===== src/rtl/chan_mux_scan_if.sv =====
// ---------------------------------------------------------------------------
// chan_mux_scan_if
//
// Purpose:
//    Bundles the data lanes, channel controls and tagged output of the
//    chan_mux_scan block so producer and consumer can be wired with one
//    connection.
//
// Parameters:
//    WIDTH     data bits per channel
//    CHANNELS  number of input channels (SEL_W is derived from it)
//
// Signals:
//    in       CHANNELS*WIDTH  flattened channel data, channel k = in[k*WIDTH +: WIDTH]
//    sel      SEL_W           manual channel select
//    mode     1               0 = manual, 1 = scan
//    en       1               advance/sample enable
//    q        WIDTH           registered selected data
//    q_ch     SEL_W           channel index currently held in q
//    q_valid  1               q/q_ch carry a fresh sample this cycle
//    wrap     1               scan pointer wrapped from the last channel to 0
//    q_par    1               even parity of q (only with CHAN_MUX_PARITY_EN)
//
// Modports:
//    master  drives the lanes and controls, observes the tagged output
//    slave   the multiplexer side
//
// Optional feature macro: CHAN_MUX_PARITY_EN adds q_par.
// ---------------------------------------------------------------------------
interface chan_mux_scan_if #(
   parameter int WIDTH    = 8,
   parameter int CHANNELS = 4
);
   localparam int SEL_W = $clog2(CHANNELS);

   logic [CHANNELS*WIDTH-1:0] in;
   logic [SEL_W-1:0]          sel;
   logic                      mode;
   logic                      en;
   logic [WIDTH-1:0]          q;
   logic [SEL_W-1:0]          q_ch;
   logic                      q_valid;
   logic                      wrap;
`ifdef CHAN_MUX_PARITY_EN
   logic                      q_par;
`endif

   modport master (
      output in,
      output sel,
      output mode,
      output en,
      input  q,
      input  q_ch,
      input  q_valid,
`ifdef CHAN_MUX_PARITY_EN
      input  q_par,
`endif
      input  wrap
   );

   modport slave (
      input  in,
      input  sel,
      input  mode,
      input  en,
      output q,
      output q_ch,
      output q_valid,
`ifdef CHAN_MUX_PARITY_EN
      output q_par,
`endif
      output wrap
   );

endinterface


===== src/rtl/chan_mux_scan.sv =====
// ---------------------------------------------------------------------------
// chan_mux_scan
//
// Purpose:
//    Registered N-channel, W-bit multiplexer that feeds a single serial
//    consumer from several parallel lanes. In manual mode the channel comes
//    from an external select; in scan mode an internal round-robin pointer
//    visits every channel, staying DWELL enabled cycles on each. Every output
//    sample is tagged with its channel index and a valid flag.
//
// Parameters:
//    WIDTH     data bits per channel (>=1)
//    CHANNELS  number of channels (>=2)
//    DWELL     enabled cycles spent on each channel while scanning (>=1)
//
// Ports:
//    clk    rising-edge clock
//    rst_n  synchronous reset, active-low
//    bus    chan_mux_scan_if.slave (in, sel, mode, en -> q, q_ch, q_valid,
//           wrap, and q_par when the parity option is built)
//
// Optional feature macro: CHAN_MUX_PARITY_EN
//    When defined, q_par carries the even parity (XOR) of the sampled data,
//    registered alongside q. It is 0 after reset and for an out-of-range
//    manual select, and holds while en=0.
// ---------------------------------------------------------------------------
module chan_mux_scan #(
   parameter int WIDTH    = 8,
   parameter int CHANNELS = 4,
   parameter int DWELL    = 1
) (
   input  logic           clk,
   input  logic           rst_n,
   chan_mux_scan_if.slave bus
);

   localparam int SEL_W  = $clog2(CHANNELS);
   localparam int DCNT_W = (DWELL > 1) ? $clog2(DWELL) : 1;

   localparam logic [SEL_W-1:0]  PTR_LAST  = SEL_W'(CHANNELS - 1);
   localparam logic [DCNT_W-1:0] DCNT_LAST = DCNT_W'(DWELL - 1);
   localparam logic [SEL_W:0]    CH_COUNT  = (SEL_W + 1)'(CHANNELS);

   typedef enum logic {
      MODE_MANUAL = 1'b0,
      MODE_SCAN   = 1'b1
   } mode_t;

   logic [SEL_W-1:0]  ptr;
   logic [DCNT_W-1:0] dcnt;
   mode_t             mode_d;

   logic              scan_start;
   logic [SEL_W-1:0]  eff_ptr;
   logic [DCNT_W-1:0] eff_dcnt;
   logic [SEL_W-1:0]  sel_idx;
   logic              sel_in_range;
   logic              sample_ok;
   logic [WIDTH-1:0]  sel_data;
   logic [WIDTH-1:0]  sample_data;
   logic              ptr_last;
   logic              dcnt_last;

   // Entering scan mode restarts the round robin: the first scan cycle
   // behaves as if ptr and dcnt were already zero, so channel 0 is sampled
   // immediately and that cycle counts as its first dwell cycle. The select
   // is widened by one bit so the range check also works when CHANNELS is
   // not a power of two.
   always_comb begin
      scan_start   = bus.mode && (mode_d == MODE_MANUAL);
      eff_ptr      = scan_start ? '0 : ptr;
      eff_dcnt     = scan_start ? '0 : dcnt;
      sel_idx      = bus.mode ? eff_ptr : bus.sel;
      sel_in_range = ({1'b0, bus.sel} < CH_COUNT);
      sample_ok    = bus.mode || sel_in_range;
      ptr_last     = (eff_ptr == PTR_LAST);
      dcnt_last    = (eff_dcnt == DCNT_LAST);
   end

   // Channel data mux written as a compare loop so an out-of-range select
   // never indexes past the flattened input bus; it simply yields zero.
   always_comb begin
      sel_data = '0;
      for (int k = 0; k < CHANNELS; k++) begin
         if (sel_idx == SEL_W'(k)) begin
            sel_data = bus.in[k*WIDTH +: WIDTH];
         end
      end
      sample_data = sample_ok ? sel_data : '0;
   end

   // All state lives here. q and q_ch are only written on enabled cycles so
   // they hold across enable gaps, while q_valid and wrap default low each
   // cycle so they behave as single-cycle strobes. mode_d tracks the mode of
   // the last enabled cycle, which is what decides a scan restart. The
   // manual branch leaves ptr and dcnt untouched.
   always_ff @(posedge clk) begin
      if (!rst_n) begin
         bus.q       <= '0;
         bus.q_ch    <= '0;
         bus.q_valid <= 1'b0;
         bus.wrap    <= 1'b0;
         ptr         <= '0;
         dcnt        <= '0;
         mode_d      <= MODE_MANUAL;
`ifdef CHAN_MUX_PARITY_EN
         bus.q_par   <= 1'b0;
`endif
      end else begin
         bus.q_valid <= 1'b0;
         bus.wrap    <= 1'b0;
         if (bus.en) begin
            mode_d      <= bus.mode ? MODE_SCAN : MODE_MANUAL;
            bus.q       <= sample_data;
            bus.q_ch    <= sel_idx;
            bus.q_valid <= sample_ok;
`ifdef CHAN_MUX_PARITY_EN
            bus.q_par   <= ^sample_data;
`endif
            if (bus.mode) begin
               if (dcnt_last) begin
                  dcnt <= '0;
                  if (ptr_last) begin
                     ptr      <= '0;
                     bus.wrap <= 1'b1;
                  end else begin
                     ptr <= eff_ptr + 1'b1;
                  end
               end else begin
                  ptr  <= eff_ptr;
                  dcnt <= eff_dcnt + 1'b1;
               end
            end
         end
      end
   end

endmodule

===== src/flat_wrapper.sv =====
// flat-port wrapper written by rule: the top's interface ports become plain ports
module chan_mux_scan_flat 
#(
   parameter int WIDTH    = 8,
   parameter int CHANNELS = 4,
   parameter int DWELL    = 1
)
  (clk, rst_n, bus_in, bus_sel, bus_mode, bus_en, bus_q, bus_q_ch, bus_q_valid, bus_wrap);
  chan_mux_scan_if #(.WIDTH(WIDTH), .CHANNELS(CHANNELS)) bus_i ();
  input  logic clk;
  input  logic rst_n;
  input wire logic [$bits(bus_i.in)-1:0] bus_in;
  input wire logic [$bits(bus_i.sel)-1:0] bus_sel;
  input wire logic [$bits(bus_i.mode)-1:0] bus_mode;
  input wire logic [$bits(bus_i.en)-1:0] bus_en;
  output wire logic [$bits(bus_i.q)-1:0] bus_q;
  output wire logic [$bits(bus_i.q_ch)-1:0] bus_q_ch;
  output wire logic [$bits(bus_i.q_valid)-1:0] bus_q_valid;
  output wire logic [$bits(bus_i.wrap)-1:0] bus_wrap;
  assign bus_i.in = bus_in;
  assign bus_i.sel = bus_sel;
  assign bus_i.mode = bus_mode;
  assign bus_i.en = bus_en;
  assign bus_q = bus_i.q;
  assign bus_q_ch = bus_i.q_ch;
  assign bus_q_valid = bus_i.q_valid;
  assign bus_wrap = bus_i.wrap;
  chan_mux_scan #(.WIDTH(WIDTH), .CHANNELS(CHANNELS), .DWELL(DWELL)) u_core (.clk(clk), .rst_n(rst_n), .bus(bus_i));
endmodule

===== config.mk =====
export PLATFORM = sky130hd
export DESIGN_NAME = chan_mux_scan_flat
export DESIGN_NICKNAME = d
export VERILOG_FILES = /design/src/rtl/chan_mux_scan_if.sv /design/src/rtl/chan_mux_scan.sv /design/src/flat_wrapper.sv
export SDC_FILE = /design/constraint.sdc
export NUM_CORES = 1
export LEC_CHECK = 0
export ABC_AREA = 0
export ABC_CLOCK_PERIOD_IN_PS = 1300
export BUFFER_PORTS_ARGS = -buffer_cell sky130_fd_sc_hd__buf_2
export CORE_MARGIN = 2
export CORE_UTILIZATION = 37
export DETAILED_ROUTE_END_ITERATION = 8
export PLACE_DENSITY_LB_ADDON = 0.12
export SLEW_MARGIN = 20
export SYNTH_ARGS = -nofsm -noshare
export SYNTH_HDL_FRONTEND = slang
export SYNTH_SLANG_ARGS = --single-unit

===== constraint.sdc =====
create_clock -name clk -period 1.3 [get_ports clk]
set_input_delay 0.325 -clock clk [delete_from_list [all_inputs] [get_ports clk]]
set_output_delay 0.325 -clock clk [all_outputs]
set_load 0.01 [all_outputs]

* Word-level counts from Yosys, hierarchy flattened
Cells that the tools add are included.
Widths: inputs -> output; s select.
** Storage, ports and cells
- Register bits after elaboration :: 16
- Input port bits :: 38
- Logic and storage cells :: 34
** Operators by class
- $add $sub $neg :: 2
- Equal/unequal tests :: 4
- Mux-type cells :: 13
- Bitwise gates (word level) :: 4
- Reduce and logical (&&, ||, !) cells :: 4
** Operator list (count)
- $mux 8 :: 4
- $mux 2 :: 4
- $eq 2x2->1 const B :: 3
- $mux 1 :: 5
- $not 1->1 :: 4
- $reduce_or 4->1 :: 1
- $add 2x1->2 const B :: 1
- $eq 2x1->1 const B :: 1
- $logic_not 2->1 :: 1
- $reduce_and 2->1 :: 1
- $add 1x1->1 const B :: 1
- $logic_and 1x1->1 :: 1

* Depth between registers and ports, before layout
Gate-level depths: netlist of run 1.
- Word-level depth :: 9
- Gate-level depth with buffers :: 6
- Depth with buffers taken out :: 5

* Worst setup path after synthesis of run 1
Ideal clock, no wire load.
- Path type :: in2reg
- Start :: input bus_mode
- End :: register u_core.bus.q[4]
- Setup time :: 0.133 ns
- Arrival time :: 1.160 ns
- Data required time :: 1.167 ns
- Setup slack :: 0.007 ns
- Stages :: 5
- Buffers on the path :: 1
- Cell sequence :: buf_4 > nand2b_1 > nand2_4 > mux2i_1 > o221ai_1
** On the way
- Word-level cells in the longest chain between the ends :: 8
- Elaborated cells between the ends (all ways) :: 11
- Classes of those cells :: 3 x eq/ne; 6 x mux; 2 x reduce/logical
** RTL lines
- start, declared :: RTL line flat_wrapper.sv:14 : input wire logic [$bits(bus_i.mode)-1:0] bus_mode;
- $logic_and 1x1->1 :: RTL line chan_mux_scan.sv:70 : scan_start = bus.mode && (mode_d == MODE_MANUAL);
- $mux 2 :: RTL line chan_mux_scan.sv:71 : eff_ptr = scan_start ? '0 : ptr;
- $mux 2 * :: RTL line chan_mux_scan.sv:73 : sel_idx = bus.mode ? eff_ptr : bus.sel;
- $logic_not 2->1 :: RTL line chan_mux_scan.sv:85 : if (sel_idx == SEL_W'(k)) begin
- $mux 8 (3 in a row) :: RTL line chan_mux_scan.sv:85
- $mux 8 * :: RTL line chan_mux_scan.sv:85
- end signal, assigned :: RTL line chan_mux_scan.sv:114 : bus.q <= sample_data;
- end, declared :: RTL line chan_mux_scan_if.sv:67 : output q,
Mark *: on every way between the ends. The rest lies on a longest branch, timed or not.
A chain may end at the register's enable or synchronous reset.

* Final worst setup path of run 1
- Start :: register u_core.ptr[1]
- End :: register u_core.bus.q[1]
** On the way
- Word-level cells in the longest chain between the ends :: 7
- Elaborated cells between the ends (all ways) :: 10
- Classes of those cells :: 3 x eq/ne; 6 x mux; 1 x reduce/logical
** RTL lines
- start, declared :: RTL line chan_mux_scan.sv:49 : logic [SEL_W-1:0] ptr;
- start signal, assigned :: RTL line chan_mux_scan.sv:127 : ptr <= eff_ptr + 1'b1;
- start signal, assigned :: RTL line chan_mux_scan.sv:130 : ptr <= eff_ptr;
- $mux 2 * :: RTL line chan_mux_scan.sv:71
- $mux 2 * :: RTL line chan_mux_scan.sv:73
- $logic_not 2->1 :: RTL line chan_mux_scan.sv:85
- $mux 8 (3 in a row) :: RTL line chan_mux_scan.sv:85
- $mux 8 * :: RTL line chan_mux_scan.sv:85
Marks and branches as above.

==> metrics, run 1 <==
outcome finished clean; IO Pins 50; total track usage 20.4%; ant diodes 0; WP buf/inv 1; Worst setup EP type flop; reg2reg end u_core.bus.q[1]; simple-gate share of the synthesized area 25.1%; placer congestion estimate 0.793; DRC 0; HP Start bus_en; die area 2560 sq um; crit-path max FO 6; clk_skew 0.00179 ns; CP peak stage delay 0.33 ns; CP delay by family, top flip-flops; cts bufs inserted 3; worst relative slew slack 67.8%; Util after Layout 65.8%; Via density 5.20; Worst-path clk slew 0.09 ns; post-synthesis sequential area ratio 37.4%; Final Critical Period 1.27 ns; worst skew pair latency 0.29 ns; core outline area 2000 sq um; clock sinks 15; Iteration-0 DRC Markers 8; CTS tree done; Max-Cap Viols 0; async set or reset register ratio after synthesis 0%; CP required 1.49 ns; gate count after technology mapping 90; largest family of logic cells by synthesized area simple AND/OR/NAND/NOR gates; #FFs+latches synth 15; first-pass GRT wire length 3940 um; initial antenna violation count 0; clock network power share 26.6%; die height 50.6 um; worst-case hold path end point u_core.bus.q_ch[0]; Area Growth Syn to Fin 64.1%; critical path arrival 1.46 ns; maximum vdd ir drop 0.447 mV; Hold WC Path Type input port to flop; final wirelength 2500 um; layout cells sized above 1 58.6%; drt pass-1 iters 4; xor/xnor cell area share of the yosys netlist 0%; hpwl dp 1800 um; CP Class flop to flop; most frequent cells in the layout buf_2, buf_4, dfxtp_1, nand2_1; worst reg2reg startpoint u_core.ptr[1]; Syn Area/Cell 8.91 sq um; P_leak 0.604 nW; Final setup viols 0; EDFF count, synth 0; worst-path cell chain and2_4, mux2_4, buf_4, a211oi_2, o21ai_1; average wire per standard cell 13.6 um; H-tree Lvls 1; synthesized-area fraction occupied by adder cells 1.56%; r2r worst-path depth 5; clk buf depth 2; gr ovfl total 0; DR vias 957; Synth Area in Compound Gates 25.0%; Least-Margin Pin Slew 0.481 ns; setup_tns 0 ns; PwrDens 816 nW/um^2; sequential power share 47.0%; # nets final 197; Post-DP Area 1140 sq um; root buf cell clkbuf_4; RSZ-0062 raised after global routing true; Synth Flop Type dfxtp_1; Cell Int Power 0.758 mW; Post-Syn Nets 129; multiplexer share of the synthesized area 8.11%; Rows 16; largest net degree at the start of global routing 10; Final Cycle Share 97.8%; Pwr Total 1.07 mW; slowest CP cell dfxtp_2; fin area 1320 sq um; vias in the first global route 922; Max Slew Vio Count 0; hold path depth 2; FILL cells 186; commonest non-fill, non-tap cell in the layout buf_2; Logic pwr share 26.4%; number of port buffers 49; Detail Route Antenna Nets 0; Worst setup SP type flop; fraction of power spent switching nets 29.5%; Yosys cell types 30; reg2reg setup slack 0.03 ns; Initial Utilization 40.1%; FMAX 0.786 GHz; Fin. Hold Viols 0; switching pwr 0.316 mW; synthesis warning total 0; synthesized area 802 sq um; die width 50.6 um
registers in the layout, summed over array words and instances (netlist names):
name	cells
u_core.ptr	2
u_core.bus.q_valid	1
u_core.bus.q	8
u_core.bus.wrap	1
u_core.bus.q_ch	2
u_core.mode_d	1
metal layers:
| metal | wire length, um | vias to the layer above | global-route usage [%] |
|---|---|---|---|
| li1 | - | 475 | - |
| met1 | 1030 | 443 | 23.8 |
| met2 | 1260 | 36 | 35.5 |
| met3 | 172 | 3 | 4.17 |
| met4 | 38 | 0 | 9.46 |
| met5 | 0 | - | 0 |
worst reg2reg max path, stage by stage (launching register included):
cell and delay [ns]:
dfxtp_2 0.33, and2_4 0.16, mux2_4 0.30, buf_4 0.16
a211oi_2 0.14, o21ai_1 0.07
synthesized netlist by cell type (2+ instances only):
library cell | instances | area share (%)
a211oi_1 | 6 | 5.6
a21boi_0 | 2 | 1.9
a21oi_1 | 2 | 1.2
a31oi_1 | 2 | 1.6
and2_1 | 2 | 1.6
and3_1 | 6 | 4.7
clkbuf_1 | 2 | 0.94
dfxtp_1 | 15 | 37
mux2i_1 | 5 | 6.2
nand2_1 | 11 | 5.1
nand2b_1 | 2 | 1.6
nand3_1 | 2 | 1.2
nand3b_1 | 2 | 1.9
nor2b_1 | 3 | 2.3
o21ai_1 | 6 | 3.7
o221ai_1 | 8 | 8.7
layout make-up:
| cell class | instances | area [sq um] | share of cell area (%) |
|---|---|---|---|
| clock buffer | 4 | 26.3 | 2.00 |
| inverter | 2 | 7.51 | 0.570 |
| multi-input combinational | 72 | 588 | 44.7 |
| sequential | 15 | 303 | 23.0 |
| tap | 27 | 33.8 | 2.57 |
| timing repair buffer | 64 | 358 | 27.2 |
through the flow:
stage / cells / worst slack [ns] / hold WS [ns]
floorplan: 90 / 0.00735 / 0.452
global placement: 173 / -0.200 / 0.433
detailed placement: 173 / -0.219 / 0.439
CTS: 182 / -0.0155 / 0.261
global route: 184 / -0.0206 / 0.276
finish: 184 / 0.0283 / 0.257
what timing repair did:
item / CTS / global route
buffers inserted: 4 / 1
cloned: 1 / 1
resized for setup: 9 / 13
hold buffers: 0 / 0
pin swaps: 4 / 7
setup endpoints to repair: 9 / 8
power groups by stage:
| stage | sequential, mW | clock (mW) | combinational [mW] |
|---|---|---|---|
| 2_1_floorplan | 0.526 | 0 | 0.104 |
| 3_3_place_gp | 0.512 | 0 | 0.233 |
| 3_5_place_dp | 0.513 | 0 | 0.237 |
| 4_1_cts | 0.504 | 0.286 | 0.257 |
| 5_1_grt | 0.509 | 0.305 | 0.309 |
| 6_report | 0.505 | 0.285 | 0.284 |
logic make-up (layout without fill, tap and decap cells):
group                      after synthesis  after routing
and+or+nand+nor                         35             37
buffers and inverters                    5             70
muxes                                    6              6
AOI/OAI and AO/OA                       28             28
DFF                                     15             15
adders and majority gates                1              1
how the worst max path moves through the flow:
| stage | from | end | slack [ns] | cells after the start |
|---|---|---|---|---|
| finish | u_core.ptr[1] | u_core.bus.q[1] | 0.03 | 5 |
| global route | u_core.mode_d | u_core.bus.q[3] | -0.02 | 4 |
| CTS | u_core.mode_d | u_core.bus.q[3] | -0.02 | 4 |
| detailed placement | bus_mode | u_core.bus.q[3] | -0.22 | 5 |
| global placement | bus_mode | u_core.bus.q[3] | -0.20 | 5 |
| floorplan | bus_mode | u_core.bus.q[4] | 0.007 | 5 |
Note: power is estimated with default switching activity, not from simulation.
==> inputs of run 2 (changes only) <==
--- a/config.mk
+++ b/config.mk
@@ -11,7 +11,8 @@
 export CORE_MARGIN = 2
 export CORE_UTILIZATION = 37
 export DETAILED_ROUTE_END_ITERATION = 8
-export PLACE_DENSITY_LB_ADDON = 0.12
+export GPL_TIMING_DRIVEN = 0
+export PLACE_DENSITY = 0.85
 export SLEW_MARGIN = 20
 export SYNTH_ARGS = -nofsm -noshare
 export SYNTH_HDL_FRONTEND = slang
==> constraint.sdc (replaced) <==
create_clock -name clk -period 1.3 [get_ports clk]
set_input_delay 0.325 -clock clk [delete_from_list [all_inputs] [get_ports clk]]
set_output_delay 0.325 -clock clk [all_outputs]
set_load 0.05 [all_outputs]
==> run 2 against run 1 <==
Against the previous run:
- the run now ends with setup timing left
- routed wire length shrank 0.52%
- register-to-register slack lost 0.04 ns
- sequential cell count is the same
- sequential power is essentially flat
- global-route usage shrank 1.8 points
- clock power shrank 6%
- sequential share of layout area grew 1.6 points
- die area is the same
- setup slack lost 0.038 ns
- clock skew is essentially flat
- final cell count shrank 6.5%
- largest cell class unchanged
- largest power group unchanged
==> metrics, run 2 (same netlist as run 1, synthesis figures left out) <==
outcome finished with violations; failing checks setup timing; Worst setup EP type flop; ant diodes 0; DR vias 955; Worst setup SP type flop; first-pass GRT wire length 3570 um; Final Cycle Share 101%; average wire per standard cell 14.5 um; Hold WC Path Type input port to flop; number of port buffers 46; cts bufs inserted 3; most frequent cells in the layout buf_2, dfxtp_1, nand2_1, o221ai_1, o21ai_1; Inst Count DP 163; CTS tree done; Finished Layout Cells 172; DRC 0; worst relative slew slack 71.3%; Highest Signal Layer met4; layout cells sized above 1 51.7%; Post-DP Area 1070 sq um; CP Class flop to flop; commonest non-fill, non-tap cell in the layout buf_2; clock sinks 15; Least-Margin Pin Slew 0.429 ns; Detail Route Antenna Nets 0; Final setup viols 1; CP required 1.51 ns; RSZ-0062 raised after global routing true; P_leak 0.541 nW; fin area 1240 sq um; # nets final 185; Util after Layout 61.9%; Area Growth Syn to Fin 54.4%; met3 wire length 211 um; Fin. Hold Viols 0; crit-path max FO 5; IO Pins 50; total track usage 18.6%; biggest regs u_core.bus.q: 8 flops, u_core.bus.q_ch: 2 flops, u_core.ptr: 2 flops; die area 2560 sq um; placer congestion estimate 0.750; Reg with most FFs u_core.bus.q; maximum vdd ir drop 0.459 mV; final worst slack -0.00992 ns; largest net degree at the start of global routing 12; die height 50.6 um; drt pass-1 iters 4; Rows 16; critical path arrival 1.52 ns; PwrDens 897 nW/um^2; WL met2 1160 um; core outline area 2000 sq um; vias in the first global route 857; hpwl dp 1710 um; Iteration-0 DRC Markers 18; Worst-path clk slew 0.09 ns; FMAX 0.763 GHz; clk_skew 0.00196 ns; Max-Cap Viols 0; Initial Utilization 40.1%; final wirelength 2490 um; worst skew pair latency 0.28 ns; WHS 0.307 ns; Max Slew Vio Count 0; clk buf depth 2; max reg flops 8; root buf cell clkbuf_4; die width 50.6 um; Final Critical Period 1.31 ns; initial antenna violation count 0; WL met1 1060 um; Via density 5.55; H-tree Lvls 1; gr ovfl total 0
## run 2: final cells by class
class	instances	area (sq um)
sequential	15	305
clock buffer	3	22.5
timing repair buffer	48	245
inverter	2	7.51
multi-input combinational	73	604
clock inverter	1	5.00
tap	27	33.8
buffer	3	15.0
fill	189	763
## run 2: routing by layer
metal	track usage (%)	vias to the layer above
li1	-	458
met1	21.0	438
met2	33.8	55
met3	2.38	4
met4	9.46	0
met5	0	-
## run 2: critical path: stages (launching register included)
cell	delay [ns]
dfxtp_4	0.36
and2_4	0.16
mux2_4	0.31
or2_4	0.25
o221ai_2	0.16
## run 2: final timing paths
| path | endpoint | cells past startpoint | start | slack (ns) |
|---|---|---|---|---|
| setup / recovery | u_core.bus.q[3] | 4 | u_core.mode_d | -0.01 |
| hold / removal | u_core.bus.q[1] | 3 | bus_in[9] | 0.31 |
| setup reg to reg | u_core.bus.q[3] | 4 | u_core.mode_d | -0.01 |
| hold reg to reg | u_core.bus.q[6] | 2 | u_core.bus.q[6] | 0.46 |
## run 2: report_power, final
group          internal [mW]  switching (mW)
clock network          0.114           0.154
registers              0.488          0.0194
logic                  0.130           0.206
## run 2: metrics by stage
stage | setup TNS (ns) | power (mW) | setup slack [ns]
final | -0.00992 | 1.11 | -0.00992
after global routing | -0.169 | 1.17 | -0.0397
after CTS | -0.0187 | 1.08 | -0.0187
after detailed placement | -1.49 | 0.802 | -0.217
after global placement | -1.41 | 0.795 | -0.214
after floorplan | 0 | 0.703 | 0.00729
## run 2: timing repair
action | CTS | global route
setup buffers | 1 | 1
hold endpoints to repair | 0 | 0
hold buffers | 0 | 0
gates resized for setup | 8 | 13
pin swaps | 4 | 2
cloned | 1 | 2
setup endpoints to repair | 8 | 8
